[src/rtl/keypad_scan_fifo.sv]
// Row-scanned matrix keypad with debounce, optional typematic repeat and an
// event FIFO that carries {repeat, code} records to the consumer.
module keypad_scan_fifo #(
   parameter int NROWS           = 4,
   parameter int NCOLS           = 4,
   parameter int SCAN_DIV        = 4,
   parameter int DEBOUNCE_CYCLES = 8,
   parameter int FIFO_DEPTH      = 4,
   parameter int REPEAT_EN       = 0,
   parameter int REPEAT_DELAY    = 32,
   parameter int REPEAT_RATE     = 16,
   localparam int CODE_W         = $clog2(NROWS*NCOLS),
   localparam int CNT_W          = $clog2(FIFO_DEPTH) + 1
) (
   input  logic              clk,
   input  logic              rst_n,
   output logic [NROWS-1:0]  row_n,
   input  logic [NCOLS-1:0]  col_n,
   input  logic              clear_ovf,
   output logic              evt_valid,
   input  logic              evt_ready,
   output logic [CODE_W-1:0] evt_code,
   output logic              evt_repeat,
   output logic [CNT_W-1:0]  fifo_count,
   output logic              overflow,
   output logic              key_held
);

   localparam int ROW_W   = (NROWS > 1) ? $clog2(NROWS) : 1;
   localparam int COL_W   = (NCOLS > 1) ? $clog2(NCOLS) : 1;
   localparam int DIV_W   = $clog2(SCAN_DIV);
   localparam int DEB_W   = $clog2(DEBOUNCE_CYCLES) + 1;
   localparam int RPT_MAX = (REPEAT_DELAY > REPEAT_RATE) ? REPEAT_DELAY : REPEAT_RATE;
   localparam int RPT_W   = $clog2(RPT_MAX) + 1;
   localparam int PTR_W   = $clog2(FIFO_DEPTH);
   localparam int ENT_W   = CODE_W + 1;

   typedef enum logic [1:0] {SCAN, DEBOUNCE, HELD, RELEASE} state_t;

   state_t             state_q, state_d;
   logic [ROW_W-1:0]   row_q, row_d, row_next;
   logic [DIV_W-1:0]   div_q, div_d;
   logic [DEB_W-1:0]   deb_q, deb_d;
   logic [RPT_W-1:0]   rpt_q, rpt_d, rpt_lim;
   logic               first_q, first_d;
   logic [COL_W-1:0]   col_q, col_d, col_idx;
   logic [NCOLS-1:0]   pat_q, pat_d;
   logic               held_q, held_d;
   logic [NCOLS-1:0]   sync1_q, cols_q;
   logic               push, push_rpt;
   logic [CODE_W-1:0]  code;

   logic [ENT_W-1:0]   mem [FIFO_DEPTH];
   logic [PTR_W-1:0]   wr_ptr_q, rd_ptr_q;
   logic [CNT_W-1:0]   cnt_q, cnt_d;
   logic               ovf_q, ovf_d;
   logic               full, pop, wr_en, drop;
   logic [ENT_W-1:0]   head;

   // Two-flop synchronizer; idle (all-ones) out of reset so nothing looks pressed.
   always_ff @(posedge clk or negedge rst_n) begin
      if (!rst_n) begin
         sync1_q <= '1;
         cols_q  <= '1;
      end else begin
         sync1_q <= col_n;
         cols_q  <= sync1_q;
      end
   end

   always_comb begin
      col_idx = '0;
      for (int c = 0; c < NCOLS; c++) begin
         if (!cols_q[c]) col_idx = COL_W'(c);
      end
   end

   assign row_next = (row_q == ROW_W'(NROWS-1)) ? '0 : row_q + ROW_W'(1);
   assign rpt_lim  = first_q ? RPT_W'(REPEAT_DELAY-1) : RPT_W'(REPEAT_RATE-1);
   assign code     = CODE_W'(int'(row_q) * NCOLS + int'(col_q));
   assign row_n    = ~(NROWS'(1) << row_q);
   assign key_held = held_q;

   always_ff @(posedge clk or negedge rst_n) begin
      if (!rst_n) begin
         state_q <= SCAN;
         row_q   <= '0;
         div_q   <= '0;
         deb_q   <= '0;
         rpt_q   <= '0;
         first_q <= 1'b1;
         col_q   <= '0;
         pat_q   <= '1;
         held_q  <= 1'b0;
      end else begin
         state_q <= state_d;
         row_q   <= row_d;
         div_q   <= div_d;
         deb_q   <= deb_d;
         rpt_q   <= rpt_d;
         first_q <= first_d;
         col_q   <= col_d;
         pat_q   <= pat_d;
         held_q  <= held_d;
      end
   end

   always_comb begin
      state_d  = state_q;
      row_d    = row_q;
      div_d    = div_q;
      deb_d    = deb_q;
      rpt_d    = rpt_q;
      first_d  = first_q;
      col_d    = col_q;
      pat_d    = pat_q;
      held_d   = held_q;
      push     = 1'b0;
      push_rpt = 1'b0;
      case (state_q)
         SCAN: begin
            // colS lags the row drive by two flops, so only the last divider cycle is trusted.
            if (div_q == DIV_W'(SCAN_DIV-1)) begin
               div_d = '0;
               if ($onehot(~cols_q)) begin
                  col_d   = col_idx;
                  pat_d   = cols_q;
                  deb_d   = '0;
                  state_d = DEBOUNCE;
               end else begin
                  row_d = row_next;
               end
            end else begin
               div_d = div_q + DIV_W'(1);
            end
         end
         DEBOUNCE: begin
            if (cols_q != pat_q) begin
               state_d = SCAN;
               row_d   = row_next;
               div_d   = '0;
            end else if (deb_q == DEB_W'(DEBOUNCE_CYCLES-1)) begin
               push    = 1'b1;
               held_d  = 1'b1;
               rpt_d   = '0;
               first_d = 1'b1;
               state_d = HELD;
            end else begin
               deb_d = deb_q + DEB_W'(1);
            end
         end
         HELD: begin
            if (&cols_q) begin
               state_d = RELEASE;
               deb_d   = '0;
            end else if (REPEAT_EN != 0) begin
               if (rpt_q == rpt_lim) begin
                  push     = 1'b1;
                  push_rpt = 1'b1;
                  rpt_d    = '0;
                  first_d  = 1'b0;
               end else begin
                  rpt_d = rpt_q + RPT_W'(1);
               end
            end
         end
         RELEASE: begin
            // Repeat timer is deliberately left untouched so a re-press resumes it.
            if (!cols_q[col_q]) begin
               state_d = HELD;
            end else if (!(&cols_q)) begin
               deb_d = '0;
            end else if (deb_q == DEB_W'(DEBOUNCE_CYCLES-1)) begin
               held_d  = 1'b0;
               state_d = SCAN;
               row_d   = row_next;
               div_d   = '0;
            end else begin
               deb_d = deb_q + DEB_W'(1);
            end
         end
         default: state_d = SCAN;
      endcase
   end

   assign full  = (cnt_q == CNT_W'(FIFO_DEPTH));
   assign pop   = (cnt_q != '0) && evt_ready;
   assign wr_en = push && (!full || pop);
   assign drop  = push && full && !pop;

   always_comb begin
      cnt_d = cnt_q;
      case ({wr_en, pop})
         2'b10:   cnt_d = cnt_q + CNT_W'(1);
         2'b01:   cnt_d = cnt_q - CNT_W'(1);
         default: cnt_d = cnt_q;
      endcase
      ovf_d = drop ? 1'b1 : (clear_ovf ? 1'b0 : ovf_q);
   end

   always_ff @(posedge clk or negedge rst_n) begin
      if (!rst_n) begin
         wr_ptr_q <= '0;
         rd_ptr_q <= '0;
         cnt_q    <= '0;
         ovf_q    <= 1'b0;
      end else begin
         if (wr_en) wr_ptr_q <= wr_ptr_q + PTR_W'(1);
         if (pop)   rd_ptr_q <= rd_ptr_q + PTR_W'(1);
         cnt_q <= cnt_d;
         ovf_q <= ovf_d;
      end
   end

   // When full with a pop, the write lands in the slot being vacated by the head.
   always_ff @(posedge clk) begin
      if (wr_en) mem[wr_ptr_q] <= {push_rpt, code};
   end

   assign head       = mem[rd_ptr_q];
   assign evt_valid  = (cnt_q != '0);
   assign evt_code   = evt_valid ? head[CODE_W-1:0] : '0;
   assign evt_repeat = evt_valid ? head[CODE_W] : 1'b0;
   assign fifo_count = cnt_q;
   assign overflow   = ovf_q;

endmodule

[config.mk]
export PLATFORM = sky130hd
export DESIGN_NAME = keypad_scan_fifo
export DESIGN_NICKNAME = d
export VERILOG_FILES = /design/src/rtl/keypad_scan_fifo.sv
export SDC_FILE = /design/constraint.sdc
export NUM_CORES = 1
export LEC_CHECK = 0
export CAP_MARGIN = 20
export CORE_MARGIN = 10
export CORE_UTILIZATION = 42
export DETAILED_ROUTE_END_ITERATION = 8
export PLACE_DENSITY = 0.72
export SETUP_SLACK_MARGIN = 0.15
export SLEW_MARGIN = 5
export SYNTH_ARGS = -nofsm -noshare
export SYNTH_HDL_FRONTEND = slang
export SYNTH_SLANG_ARGS = --single-unit
[constraint.sdc]
create_clock -name clk -period 3.7 [get_ports clk]
set_input_delay 0.74 -clock clk [delete_from_list [all_inputs] [get_ports clk]]
set_output_delay 0.74 -clock clk [all_outputs]
set_load 0.02 [all_outputs]
==> impl_metrics.ini <==
[pwr]
power-per-cell-area_nw_per_um2 = 664.7
finalPower_mw = 1.886
power.share.clock_pct = 16.8
switching_share_pct = 35.50
cellLeakagePower_nw = 1.171
ir_worst_vdd_uv = 298.1
p_seq_share_pct = 45.1
share_comb_of_total_power_pct = 38.1
power_report.internal_total_mw = 1.217
total_switching_power_mw = 0.6696

[timing]
setup_total_negative_slack_ns = 0
slew_violations = 0
fin_crit_sh_pct = 81.93
final.min_clock_period_ns = 3.031
hold_viol = 0
achievable-frequency_mhz = 329.9
timing.final.setup_violations = 0
postLayoutSetupSlackWorst_ns = 0.6685
skew_ns = 0.004998
rsz0062_at_grt = no

[worst_setup_path]
worst_r2r_path_depth = 9
critPathMaxStageDelay_ns = 0.57
rrSetupSlack_ns = 0.67
crit_path_end_kind = flop
cp.buffers_inverters = 1
cp_max_delay_cell = sky130_fd_sc_hd__dfstp_2
crit_path_cell_trace = inv_1 -> fa_1 -> ha_1 -> ha_1 -> nor3b_1 -> nand3_1 -> and3b_1 -> a21o_1 -> a21o_1
critical-path-top-delay-family = simple AND/OR/NAND/NOR gates
cp_data_arrival_time_ns = 3.23
worst-path-max-fanout = 13
worst-endpoint-required_ns = 3.90
startpoint_class = flop
criticalPathCategory = flop to flop
timing.rr.end = deb_q[3]$_DFFE_PN0P_
r2r-start = cols_q[0]$_DFF_PN1_

[synthesis]
synthesis.instances = 206
ys_async_sr_fraction_pct = 67.35
synth_flop_type = sky130_fd_sc_hd__dfrtp_1
yosys_register_bits = 49
seq_area_frac_synth_pct = 53.58
syn-cell-area_um2 = 2466
synth_enable_flop_cells = 16
yosys_warnings = 0
synthTopCellsByArea = sky130_fd_sc_hd__dfrtp_1 21%, sky130_fd_sc_hd__edfxtp_1 19%, sky130_fd_sc_hd__dfstp_2 13%, sky130_fd_sc_hd__ha_1 6.6%, sky130_fd_sc_hd__mux4_2 3.7%
synth_top_area_share_pct = 21.31
synth.net_count = 229
post_synth.cell_area_avg_um2 = 11.97
yosysTopAreaCell = sky130_fd_sc_hd__dfrtp_1
yosys.cell_types.count = 50

[cts]
cts_post_setup_buffers_inserted = 0
holdBufCountCts = 0
post_cts.resized_instances = 0
clkSlewWorstSetupHoldPaths_ns = 0.09
cts-buffers-inserted = 5
clock_tree.buffer_depth = 2
clock_tree_from_tritoncts = yes
cts_max_level = 2
clkLatencyLatePin_ns = 0.30
clockRootBuffer = sky130_fd_sc_hd__clkbuf_8
clock_sink_count = 49

[placed_design]
post-place-ws_ns = 0.6864
detailed_place.area_um2 = 2744
hpwl_um = 3006
io_buffer_count = 21
place_congestion = 0.7947
place.detailed.instances = 295

[floorplanning]
die-area_um2 = 9336
core_region_area_um2 = 5608
initial_util_pct = 43.98
die-height_um = 96.63
io_pins = 23
die-width_um = 96.63
std_cell_rows = 27

[route]
ant_nets = 0
drt_iter0_drc = 160
remaining_design_rule_violation_count = 0
firstDrtPassIters = 4
detailroute.via_count = 1581
drt-wirelength-per-cell_um = 13.59
route.detailed.vias_per_inst = 5.218
drt-total-wl_um = 4117

[layout]
finish.instance_area_um2 = 2838
final_cell_mix = 21 x sky130_fd_sc_hd__dfrtp_1, 21 x sky130_fd_sc_hd__clkdlybuf4s50_1, 18 x sky130_fd_sc_hd__inv_1, 16 x sky130_fd_sc_hd__edfxtp_1, 15 x sky130_fd_sc_hd__nand2_1
number_of_nets_at_the_end_of_the_flow = 253
drive_gt1_share_pct = 16.45
flow.area_growth_from_synthesis_pct = 15.07
final_cell_count_without_fillers = 303
antenna_cells_inserted = 0

[outcome]
run_status = finished clean

[flow_run]
maxCapViolCount = 0

[global_routing]
grt_overflow_total = 0
antenna_found_initial = 0
grt.total_usage_pct = 9.151
grt_start_max_net_pins = 34
grt_pass1_vias = 1534
grt_first_pass_wirelength_um = 7314

[hold_path]
holdCritPathClass = flop to flop
hp-start = sync1_q[2]$_DFF_PN1_
hold-path-endpoint = cols_q[2]$_DFF_PN1_
min_path_cells = 0
==> through the flow <==
| stage | hold WS [ns] | utilization, % |
|---|---|---|
| final | 0.3593 | 50.60 |
| after detailed placement | 0.3468 | 48.93 |
| after floorplan | 0.3452 | - |
| after global placement | 0.3455 | 48.93 |
| after global routing | 0.3615 | 50.60 |
| after CTS | 0.3605 | 50.60 |
==> worst max-delay path by stage <==
stage               cells after the start                 from              endpoint  slack, ns
CTS                                     9  cols_q[0]$_DFF_PN1_  deb_q[3]$_DFFE_PN0P_       0.65
floorplan                               9  cols_q[0]$_DFF_PN1_  deb_q[3]$_DFFE_PN0P_       1.15
global placement                        9  cols_q[0]$_DFF_PN1_  deb_q[3]$_DFFE_PN0P_       0.80
detailed placement                      9  cols_q[0]$_DFF_PN1_  deb_q[3]$_DFFE_PN0P_       0.69
global route                            9  cols_q[0]$_DFF_PN1_  deb_q[3]$_DFFE_PN0P_       0.45
finish                                  9  cols_q[0]$_DFF_PN1_  deb_q[3]$_DFFE_PN0P_       0.67
==> kinds of logic after synthesis <==
| kind of cell | count (synthesis) | share of synthesized area (%) |
|---|---|---|
| AND/OR/NAND/NOR | 57 | 13.04 |
| flip-flops | 49 | 53.58 |
| AO/OA/AOI/OAI | 42 | 11.36 |
| buffers and inverters | 23 | 3.957 |
| adder cells (fa/ha/maj) | 15 | 8.219 |
| multiplexers | 11 | 6.849 |
| XOR/XNOR | 8 | 2.841 |
| other | 1 | 0.1521 |
==> flip-flops by register name, summed over array words and instances, names as in the netlist <==
| signal | count |
|---|---|
| deb_q | 4 |
| pat_q | 4 |
| col_q | 2 |
| wr_ptr_q | 2 |
| cols_q | 4 |
| sync1_q | 4 |
| row_q | 2 |
| mem | 16 |
| fifo_count | 3 |
| overflow | 1 |
| state_q | 2 |
| rd_ptr_q | 2 |
| key_held | 1 |
| div_q | 2 |
==> layer usage <==
metal / global-route usage [%] / wire length, um / vias up
met4: 2.706 / 51 / 0
met3: 3.833 / 220 / 6
met1: 11.73 / 2027 / 764
met2: 13.65 / 1819 / 34
li1: - / - / 777
met5: 0 / 0 / -
==> power groups by stage <==
stage	sequential (mW)	combinational, mW	clock, mW
after floorplan	0.824	0.494	0
after global placement	0.858	0.716	0
after detailed placement	0.862	0.729	0
after CTS	0.851	0.731	0.328
after global routing	0.876	0.802	0.358
final	0.850	0.719	0.317
==> worst register-to-register path, cell delays in order (launching register included) <==
cell and delay, ns:
sky130_fd_sc_hd__dfstp_2 0.57, sky130_fd_sc_hd__inv_1 0.08, sky130_fd_sc_hd__fa_1 0.48, sky130_fd_sc_hd__ha_1 0.19, sky130_fd_sc_hd__ha_1 0.27, sky130_fd_sc_hd__nor3b_1 0.25
sky130_fd_sc_hd__nand3_1 0.38, sky130_fd_sc_hd__and3b_1 0.34, sky130_fd_sc_hd__a21o_1 0.18, sky130_fd_sc_hd__a21o_1 0.18
==> cell usage after synthesis (all sizes together) (2+ instances only) <==
| cell type | n |
|---|---|
| a21o | 3 |
| a21oi | 5 |
| a22o | 4 |
| and2 | 9 |
| and3 | 3 |
| buf | 2 |
| clkbuf | 3 |
| dfrtp | 21 |
| dfstp | 12 |
| edfxtp | 16 |
| fa | 2 |
| ha | 13 |
| inv | 18 |
| mux2 | 4 |
| mux2i | 3 |
| mux4 | 4 |
| nand2 | 15 |
| nand2b | 2 |
| nand3 | 7 |
| nand4 | 2 |
| nor2 | 8 |
| nor3b | 2 |
| o211ai | 4 |
| o21a | 2 |
| o21ai | 13 |
| o22ai | 2 |
| o2bb2ai | 2 |
| or2 | 2 |
| xnor2 | 8 |
==> cell type report <==
cell class,instances,area (um^2)
clock buffer,5,68.82
sequential,49,1321
multi-input combinational,134,1047
timing repair buffer,22,217.7
inverter,18,67.56
fill,517,2770
clock inverter,3,25.02
tap,72,90.09
No activity file was read; power rests on OpenSTA's default activity.
